**config.mk**
```make
export PLATFORM = sky130hd
export DESIGN_NAME = ex_mem_pipe_stage_flat
export DESIGN_NICKNAME = d
export VERILOG_FILES = /design/src/rtl/ex_mem_pipe_if.sv /design/src/rtl/ex_mem_pipe_stage.sv /design/src/flat_wrapper.sv
export SDC_FILE = /design/constraint.sdc
export NUM_CORES = 1
export LEC_CHECK = 0
export ABC_CLOCK_PERIOD_IN_PS = 1360
export CAP_MARGIN = 15
export CORE_UTILIZATION = 37
export CTS_CLUSTER_SIZE = 28
export DETAILED_ROUTE_END_ITERATION = 6
export HOLD_SLACK_MARGIN = 0.02
export PLACE_DENSITY = 0.76
export SYNTH_ARGS = -nofsm -noshare
export SYNTH_HDL_FRONTEND = slang
export SYNTH_SLANG_ARGS = --single-unit
```
**constraint.sdc**
```tcl
create_clock -name clk -period 1.36 [get_ports clk]
set_clock_uncertainty 0.2 [all_clocks]
set_input_delay 0.204 -clock clk [delete_from_list [all_inputs] [get_ports clk]]
set_output_delay 0.204 -clock clk [all_outputs]
set_load 0.05 [all_outputs]
```
**src/rtl/ex_mem_pipe_if.sv**
```systemverilog
// EX->MEM handshake bundle: EX-side request, MEM-side response and the forwarding tap.
// master = EX/MEM environment side, slave = the pipeline stage.
interface ex_mem_pipe_if #(
  parameter int XLEN   = 32,
  parameter int RAW    = 5,
  parameter int CTRL_W = 4
);
  logic              in_valid;
  logic              in_ready;
  logic              in_rd_we;
  logic [RAW-1:0]    in_rd_addr;
  logic [XLEN-1:0]   in_rd_data;
  logic [CTRL_W-1:0] in_ctrl;
  logic              out_valid;
  logic              out_ready;
  logic              out_rd_we;
  logic [RAW-1:0]    out_rd_addr;
  logic [XLEN-1:0]   out_rd_data;
  logic [CTRL_W-1:0] out_ctrl;
  logic              fwd_we;

  modport master (
    output in_valid, in_rd_we, in_rd_addr, in_rd_data, in_ctrl, out_ready,
    input  in_ready, out_valid, out_rd_we, out_rd_addr, out_rd_data, out_ctrl, fwd_we
  );

  modport slave (
    input  in_valid, in_rd_we, in_rd_addr, in_rd_data, in_ctrl, out_ready,
    output in_ready, out_valid, out_rd_we, out_rd_addr, out_rd_data, out_ctrl, fwd_we
  );
endinterface

```
**src/rtl/ex_mem_pipe_stage.sv**
```systemverilog
// EX->MEM pipeline register with valid/ready handshake, flush and write-back forwarding tap.
// Build option EX_MEM_SKID_EN: two-entry skid buffer with registered in_ready.
module ex_mem_pipe_stage #(
  parameter int XLEN   = 32,
  parameter int RAW    = 5,
  parameter int CTRL_W = 4
) (
  input  logic            clk,
  input  logic            rst,
  input  logic            flush,
  ex_mem_pipe_if.slave    bus
);

  typedef enum logic [1:0] {EMPTY = 2'd0, BUSY = 2'd1, FULL = 2'd2} state_t;

  state_t            state;
  logic              vld_p1;
  logic              rd_we_p1;
  logic [RAW-1:0]    rd_addr_p1;
  logic [XLEN-1:0]   rd_data_p1;
  logic [CTRL_W-1:0] ctrl_p1;

  logic in_fire;
  logic out_fire;

  assign in_fire  = bus.in_valid & bus.in_ready;
  assign out_fire = vld_p1 & bus.out_ready;

`ifdef EX_MEM_SKID_EN
  logic              in_rdy;
  logic              rd_we_p0;
  logic [RAW-1:0]    rd_addr_p0;
  logic [XLEN-1:0]   rd_data_p0;
  logic [CTRL_W-1:0] ctrl_p0;

  // in_ready is registered so out_ready never reaches it combinationally
  assign bus.in_ready = in_rdy;

  // ---- stage p0 (skid) / p1 (output register) ----
  always_ff @(posedge clk) begin
    if (rst) begin
      state      <= EMPTY;
      vld_p1     <= 1'b0;
      in_rdy     <= 1'b1;
      rd_we_p1   <= 1'b0;
      rd_addr_p1 <= '0;
      rd_data_p1 <= '0;
      ctrl_p1    <= '0;
    end else if (flush) begin
      state  <= EMPTY;
      vld_p1 <= 1'b0;
      in_rdy <= 1'b1;
    end else begin
      case (state)
        EMPTY: if (in_fire) begin
          state      <= BUSY;
          vld_p1     <= 1'b1;
          rd_we_p1   <= bus.in_rd_we;
          rd_addr_p1 <= bus.in_rd_addr;
          rd_data_p1 <= bus.in_rd_data;
          ctrl_p1    <= bus.in_ctrl;
        end
        BUSY: begin
          if (in_fire && !out_fire) begin
            state      <= FULL;
            in_rdy     <= 1'b0;
            rd_we_p0   <= bus.in_rd_we;
            rd_addr_p0 <= bus.in_rd_addr;
            rd_data_p0 <= bus.in_rd_data;
            ctrl_p0    <= bus.in_ctrl;
          end else if (in_fire && out_fire) begin
            rd_we_p1   <= bus.in_rd_we;
            rd_addr_p1 <= bus.in_rd_addr;
            rd_data_p1 <= bus.in_rd_data;
            ctrl_p1    <= bus.in_ctrl;
          end else if (out_fire) begin
            state  <= EMPTY;
            vld_p1 <= 1'b0;
          end
        end
        FULL: if (out_fire) begin
          state      <= BUSY;
          in_rdy     <= 1'b1;
          rd_we_p1   <= rd_we_p0;
          rd_addr_p1 <= rd_addr_p0;
          rd_data_p1 <= rd_data_p0;
          ctrl_p1    <= ctrl_p0;
        end
        default: begin
          state  <= EMPTY;
          vld_p1 <= 1'b0;
          in_rdy <= 1'b1;
        end
      endcase
    end
  end
`else
  assign bus.in_ready = ~vld_p1 | bus.out_ready;

  // ---- stage p1 (output register) ----
  always_ff @(posedge clk) begin
    if (rst) begin
      state      <= EMPTY;
      vld_p1     <= 1'b0;
      rd_we_p1   <= 1'b0;
      rd_addr_p1 <= '0;
      rd_data_p1 <= '0;
      ctrl_p1    <= '0;
    end else if (flush) begin
      state  <= EMPTY;
      vld_p1 <= 1'b0;
    end else if (in_fire) begin
      state      <= BUSY;
      vld_p1     <= 1'b1;
      rd_we_p1   <= bus.in_rd_we;
      rd_addr_p1 <= bus.in_rd_addr;
      rd_data_p1 <= bus.in_rd_data;
      ctrl_p1    <= bus.in_ctrl;
    end else if (out_fire) begin
      state  <= EMPTY;
      vld_p1 <= 1'b0;
    end
  end
`endif

  assign bus.out_valid   = vld_p1;
  assign bus.out_rd_we   = vld_p1 & rd_we_p1;
  assign bus.out_rd_addr = rd_addr_p1;
  assign bus.out_rd_data = rd_data_p1;
  assign bus.out_ctrl    = ctrl_p1;
  // x0 writes still flow to MEM; only the bypass tap ignores them
  assign bus.fwd_we      = vld_p1 & rd_we_p1 & (rd_addr_p1 != '0);

endmodule

```
**src/flat_wrapper.sv**
```systemverilog
// flat-port wrapper written by rule: the top's interface ports become plain ports
module ex_mem_pipe_stage_flat 
#(
  parameter int XLEN   = 32,
  parameter int RAW    = 5,
  parameter int CTRL_W = 4
)
  (clk, rst, flush, bus_in_valid, bus_in_rd_we, bus_in_rd_addr, bus_in_rd_data, bus_in_ctrl, bus_out_ready, bus_in_ready, bus_out_valid, bus_out_rd_we, bus_out_rd_addr, bus_out_rd_data, bus_out_ctrl, bus_fwd_we);
  ex_mem_pipe_if #(.XLEN(XLEN), .RAW(RAW), .CTRL_W(CTRL_W)) bus_i ();
  input  logic clk;
  input  logic rst;
  input  logic flush;
  input wire logic [$bits(bus_i.in_valid)-1:0] bus_in_valid;
  input wire logic [$bits(bus_i.in_rd_we)-1:0] bus_in_rd_we;
  input wire logic [$bits(bus_i.in_rd_addr)-1:0] bus_in_rd_addr;
  input wire logic [$bits(bus_i.in_rd_data)-1:0] bus_in_rd_data;
  input wire logic [$bits(bus_i.in_ctrl)-1:0] bus_in_ctrl;
  input wire logic [$bits(bus_i.out_ready)-1:0] bus_out_ready;
  output wire logic [$bits(bus_i.in_ready)-1:0] bus_in_ready;
  output wire logic [$bits(bus_i.out_valid)-1:0] bus_out_valid;
  output wire logic [$bits(bus_i.out_rd_we)-1:0] bus_out_rd_we;
  output wire logic [$bits(bus_i.out_rd_addr)-1:0] bus_out_rd_addr;
  output wire logic [$bits(bus_i.out_rd_data)-1:0] bus_out_rd_data;
  output wire logic [$bits(bus_i.out_ctrl)-1:0] bus_out_ctrl;
  output wire logic [$bits(bus_i.fwd_we)-1:0] bus_fwd_we;
  assign bus_i.in_valid = bus_in_valid;
  assign bus_i.in_rd_we = bus_in_rd_we;
  assign bus_i.in_rd_addr = bus_in_rd_addr;
  assign bus_i.in_rd_data = bus_in_rd_data;
  assign bus_i.in_ctrl = bus_in_ctrl;
  assign bus_i.out_ready = bus_out_ready;
  assign bus_in_ready = bus_i.in_ready;
  assign bus_out_valid = bus_i.out_valid;
  assign bus_out_rd_we = bus_i.out_rd_we;
  assign bus_out_rd_addr = bus_i.out_rd_addr;
  assign bus_out_rd_data = bus_i.out_rd_data;
  assign bus_out_ctrl = bus_i.out_ctrl;
  assign bus_fwd_we = bus_i.fwd_we;
  ex_mem_pipe_stage #(.XLEN(XLEN), .RAW(RAW), .CTRL_W(CTRL_W)) u_core (.clk(clk), .rst(rst), .flush(flush), .bus(bus_i));
endmodule
```
# Yosys cells after proc, flatten, opt, wreduce, memory -nomap -nowiden

Index checks and enable logic that the tools add are counted.

Register bits after elaboration: 43
Bits in latches: 0
Bits in writable memories: 0
Bits in read-only memories: 0
Input bits: 47
Output and inout port bits: 45
Memories kept: 0

Add/sub/neg operators: 0
Multipliers: 0
Divide/modulo/power cells: 0
Magnitude comparators: 0
Equal/unequal tests: 0
Shifts and indexed selects: 0
Muxes and demuxes: 2
Bitwise logic cells: 7
Reductions and logical operators: 4

Operators by type and width:

| cell                | number |
|---|---|
| 5-bit nonzero test  | 1 |
| 1-bit bitwise AND   | 4 |
| 1-bit 2-to-1 mux    | 2 |
| 1-bit NOT           | 2 |
| 2-bit AND reduction | 1 |
| 2-bit nonzero test  | 1 |
| 2-bit OR reduction  | 1 |
| 1-bit bitwise OR    | 1 |

# Longest topological paths before layout

Word-level depth: 4
Depth in mapped cells: 5

# Worst setup path after synthesis

No wires, ideal clock.

Path kind: reg-to-output
From: register u_core.vld_p1 (netlist: u_core.bus.out_valid)
To: output bus_fwd_we
Arrival: 1.507 ns
Required time: 0.956 ns
Path slack: -0.551 ns
Cell stages (with the launch flop): 3
Buffers on the path: 0
Cells stage by stage: dfxtp_1 > and2_2 > o21a_1

Longest elaborated chain between the ends: 2

Ends and longest elaborated chain:

| item                     | RTL line                 | source |
|---|---|---|
| start: declaration       | ex_mem_pipe_stage.sv:17  | `logic vld_p1;` |
| start signal: assignment | ex_mem_pipe_stage.sv:104 | `vld_p1 <= 1'b0;` |
| start signal: assignment | ex_mem_pipe_stage.sv:111 | `vld_p1 <= 1'b0;` |
| start signal: assignment | ex_mem_pipe_stage.sv:114 | `vld_p1 <= 1'b1;` |
| 1-bit bitwise AND        | -                        |  |
| net bus_out_rd_we        | flat_wrapper.sv:21       | `output wire logic [$bits(bus_i.out_rd_we)-1:0] bus_out_rd_we;` |
| 1-bit bitwise AND        | ex_mem_pipe_stage.sv:132 | `assign bus.fwd_we = vld_p1 & rd_we_p1 & (rd_addr_p1 != '0);` |
| end: declaration         | flat_wrapper.sv:25       | `output wire logic [$bits(bus_i.fwd_we)-1:0] bus_fwd_we;` |

The timed path passes the listed nets, and every way through them passes these cells.

# Worst setup path after layout

From: register u_core.rd_addr_p1[1] (netlist: u_core.bus.out_rd_addr[1])
To: output bus_fwd_we

Longest elaborated chain between the ends: 2

Ends and longest elaborated chain:

| item                     | RTL line                 | source |
|---|---|---|
| start: declaration       | ex_mem_pipe_stage.sv:19  | `logic [RAW-1:0] rd_addr_p1;` |
| start signal: assignment | ex_mem_pipe_stage.sv:116 | `rd_addr_p1 <= bus.in_rd_addr;` |
| 5-bit nonzero test       | ex_mem_pipe_stage.sv:132 |  |
| 1-bit bitwise AND        | ex_mem_pipe_stage.sv:132 |  |

No other way between the ends.

==> results.py <==
metrics = {
    "critical_path": {
        "crit_path_max_fanout": 2,
        "critPathKind": "register to output port",
        "endpoint_kind": "output port",
        "critPathRequiredTime_ns": 0.96,
        "arrival_ns": 1.52,
        "path_cells": "or4_4 > o21a_4 > buf_8",
        "cp-start-kind": "register",
        "max_stage_delay_ns": 0.51,
        "slowest_stage": "or4_4",
    },
    "cts": {
        "clockRootBuffer": "clkbuf_8",
        "cts_buffers": 5,
        "clk_path_buf_depth": 2,
        "path_clk_slew_ns": 0.08,
        "cts_tree": "built",
        "cts_sinks": 43,
        "clk_latency_ns": 0.29,
        "cts_hold_buf": 0,
        "htree_levels": 2,
    },
    "final_layout": {
        "finalNonFillerCells": 367,
        "seqCellArea_um2": 875,
        "final_core_utilization_pct": 73.6,
        "nFillCells": 347,
        "multiInputGateArea_mm2": 0.00103,
        "num_antenna_cells": 0,
        "drive_above_1_share_pct": 29.6,
        "syn2layout_area_growth_pct": 89.6,
        "nNetsFinal": 343,
        "fin_area_mm2": 0.00378,
    },
    "place": {
        "placed_cell_area_mm2": 0.00347,
        "pre_cts_ws_ns": -0.493,
        "place_congestion": 0.666,
        "portBuffers": 91,
        "placedCellCount": 351,
        "hpwl_mm": 3.34,
    },
    "sta": {
        "fin_ws_ns": -0.568,
        "maxSlewViolCount": 0,
        "setup_tns_ns": -7.04,
        "min_period_over_period_pct": 142,
        "worst_pin_slew_ns": 0.249,
        "relSlewSlack_pct": 83.4,
        "rsz0062_at_grt": "yes",
        "hold_violations": 0,
        "fmax_mhz": 519,
        "setup_viol": 40,
        "period_needed_ns": 1.93,
    },
    "power_and_ir_drop": {
        "p_sw_share_pct": 26.4,
        "powerDensity_mw_per_mm2": 934,
        "clkPwrFrac_pct": 33.7,
        "p_leak_nw": 1.48,
        "p_int_mw": 2.60,
        "worst_ir_drop_vdd_mv": 0.813,
        "comb_power_share_pct": 26.9,
        "power_frac_seq_pct": 39.4,
        "power_switching_uw": 933,
    },
    "floorplanning": {
        "start_util_pct": 38.8,
        "die_height_um": 75.4,
        "rows": 26,
        "core_mm2": 0.00514,
        "fp.dieW_um": 75.4,
        "dieArea_mm2": 0.00569,
        "pin_count": 92,
    },
    "logic_synthesis": {
        "synthDistinctLibCells": 15,
        "synth_ff_type": "dfxtp_1",
        "netlist_top_cells_count": "nand2b_1 (84), dfxtp_1 (43), mux2i_1 (42)",
        "synth-warning-count": 0,
        "async_flop_share_pct": 0,
        "synth_top_area_cell": "dfxtp_1",
        "ys_top_cells_by_area": "dfxtp_1 (43%), nand2b_1 (26%), mux2i_1 (21%), buf_12 (4.0%), clkbuf_1 (1.5%)",
        "syn_nets": 238,
        "syn_inst": 191,
        "ys_seq_elements": 43,
        "synth_area_per_cell_um2": 10.4,
        "synth_edf_count": 0,
        "synth_top_area_share_pct": 43.2,
        "synth_most_common_cell": "nand2b_1",
        "synth_area_mm2": 0.00199,
        "ys_seq_area_share_pct": 43.2,
    },
    "grt": {
        "grt_usage_pct": 18.6,
        "grt_pass1_vias": 1664,
        "grt_max_degree": 35,
        "grt_overflow_total": 0,
        "antenna_found_initial": 0,
        "grt_first_pass_wirelength_mm": 7.77,
    },
    "detailed_routing": {
        "vias": 1637,
        "wire_per_inst_um": 13.6,
        "wl_mm": 5.01,
        "vias_per_cell": 4.46,
        "ant_nets": 0,
        "firstDrtPassIters": 3,
        "drcViolationCount": 0,
        "drt_iter0_markers": 30,
    },
    "status": {
        "violations": "setup timing",
        "status": "finished, violations left",
    },
    "min_path": {
        "hold_class": "input port to register",
    },
    "flow_run": {
        "max-cap-violations": 0,
    },
}
[layer usage]
layer	vias up	part of all wire, %	global-route usage, %
met2	53	52	34.7
met3	6	5.7	6.22
met4	0	0.98	5.56
li1	821	-	-
met1	757	41	19.7
met5	-	0	0
[area by class of cell]
| class | instances | area share [%] |
|---|---|---|
| clock buffer | 5 | 1.82 |
| clock inverter | 3 | 1.75 |
| inverter | 1 | 0.165 |
| multi-input combinational | 133 | 27.2 |
| sequential | 43 | 23.1 |
| tap | 70 | 2.32 |
| timing repair buffer | 112 | 43.6 |
[cells in the final DEF, fill, tap and decap left out]
master,Yosys,layout
and2_4,0,1
bufinv_16,0,2
mux2i_1,42,40
nor2b_4,1,1
nor3_1,1,1
nand2b_1,84,84
buf_16,0,1
dfxtp_1,43,38
nor3b_4,0,1
buf_12,4,50
buf_8,0,4
nor2_1,1,1
dfxtp_4,0,3
or4_4,0,1
buf_4,0,5
buf_6,1,6
o21a_4,0,1
clkdlybuf4s50_1,0,45
clkbuf_8,0,5
mux2i_2,0,2
buf_2,1,1
inv_4,0,2
dfxtp_2,0,2
[per-stage QoR]
step,hold slack [ns],power (mW)
floorplan,0.0734,1.83
global placement,0.260,2.29
detailed placement,0.271,2.31
CTS,0.180,3.57
global route,0.189,3.66
finish,0.176,3.53
[kinds of logic after synthesis]
logic type / share of synthesized area, %
buf+inv: 6.52
compound gates: 0.377
simple gates: 28.9
mux: 21.1
flops: 43.2
[registers in the layout (all words and copies together), names as in the netlist]
name,flops
u_core.rd_we_p1,1
u_core.bus.out_rd_addr,5
u_core.bus.out_ctrl,4
u_core.bus.out_valid,1
u_core.bus.out_rd_data,32
[power by group through the flow]
| stage | clock network [mW] | registers [mW] | logic, mW |
|---|---|---|---|
| finish | 1.19 | 1.39 | 0.951 |
| global route | 1.27 | 1.40 | 0.996 |
| CTS | 1.21 | 1.39 | 0.977 |
| detailed placement | 0 | 1.42 | 0.890 |
| global placement | 0 | 1.41 | 0.879 |
| floorplan | 0 | 1.61 | 0.228 |
[worst paths after layout]
kind | from | end | slack (ns) | depth (start not counted)
worst max register to register | u_core.bus.out_valid | u_core.bus.out_rd_data[14] | -0.27 | 6
worst max-delay path | u_core.bus.out_rd_addr[1] | bus_fwd_we | -0.57 | 3
worst min register to register | u_core.rd_we_p1 | u_core.rd_we_p1 | 0.30 | 2
worst min-delay path | rst | u_core.bus.out_rd_addr[1] | 0.18 | 3
[critical path: cells and delay by family, from the launching register on]
family	cells	cell delay, ns
and+or+nand+nor	1	0.51
DFF	1	0.35
buffers and inverters	1	0.14
AOI/OAI and AO/OA	1	0.23
[what timing repair did]
| item | in CTS | in global routing |
|---|---|---|
| setup endpoints to repair | 45 | 46 |
| setup buffers | 6 | 3 |
| pin swaps | 0 | 3 |
| cloned | 5 | 0 |
| gates resized for setup | 19 | 7 |
No activity file was read; power rests on OpenSTA's default activity.
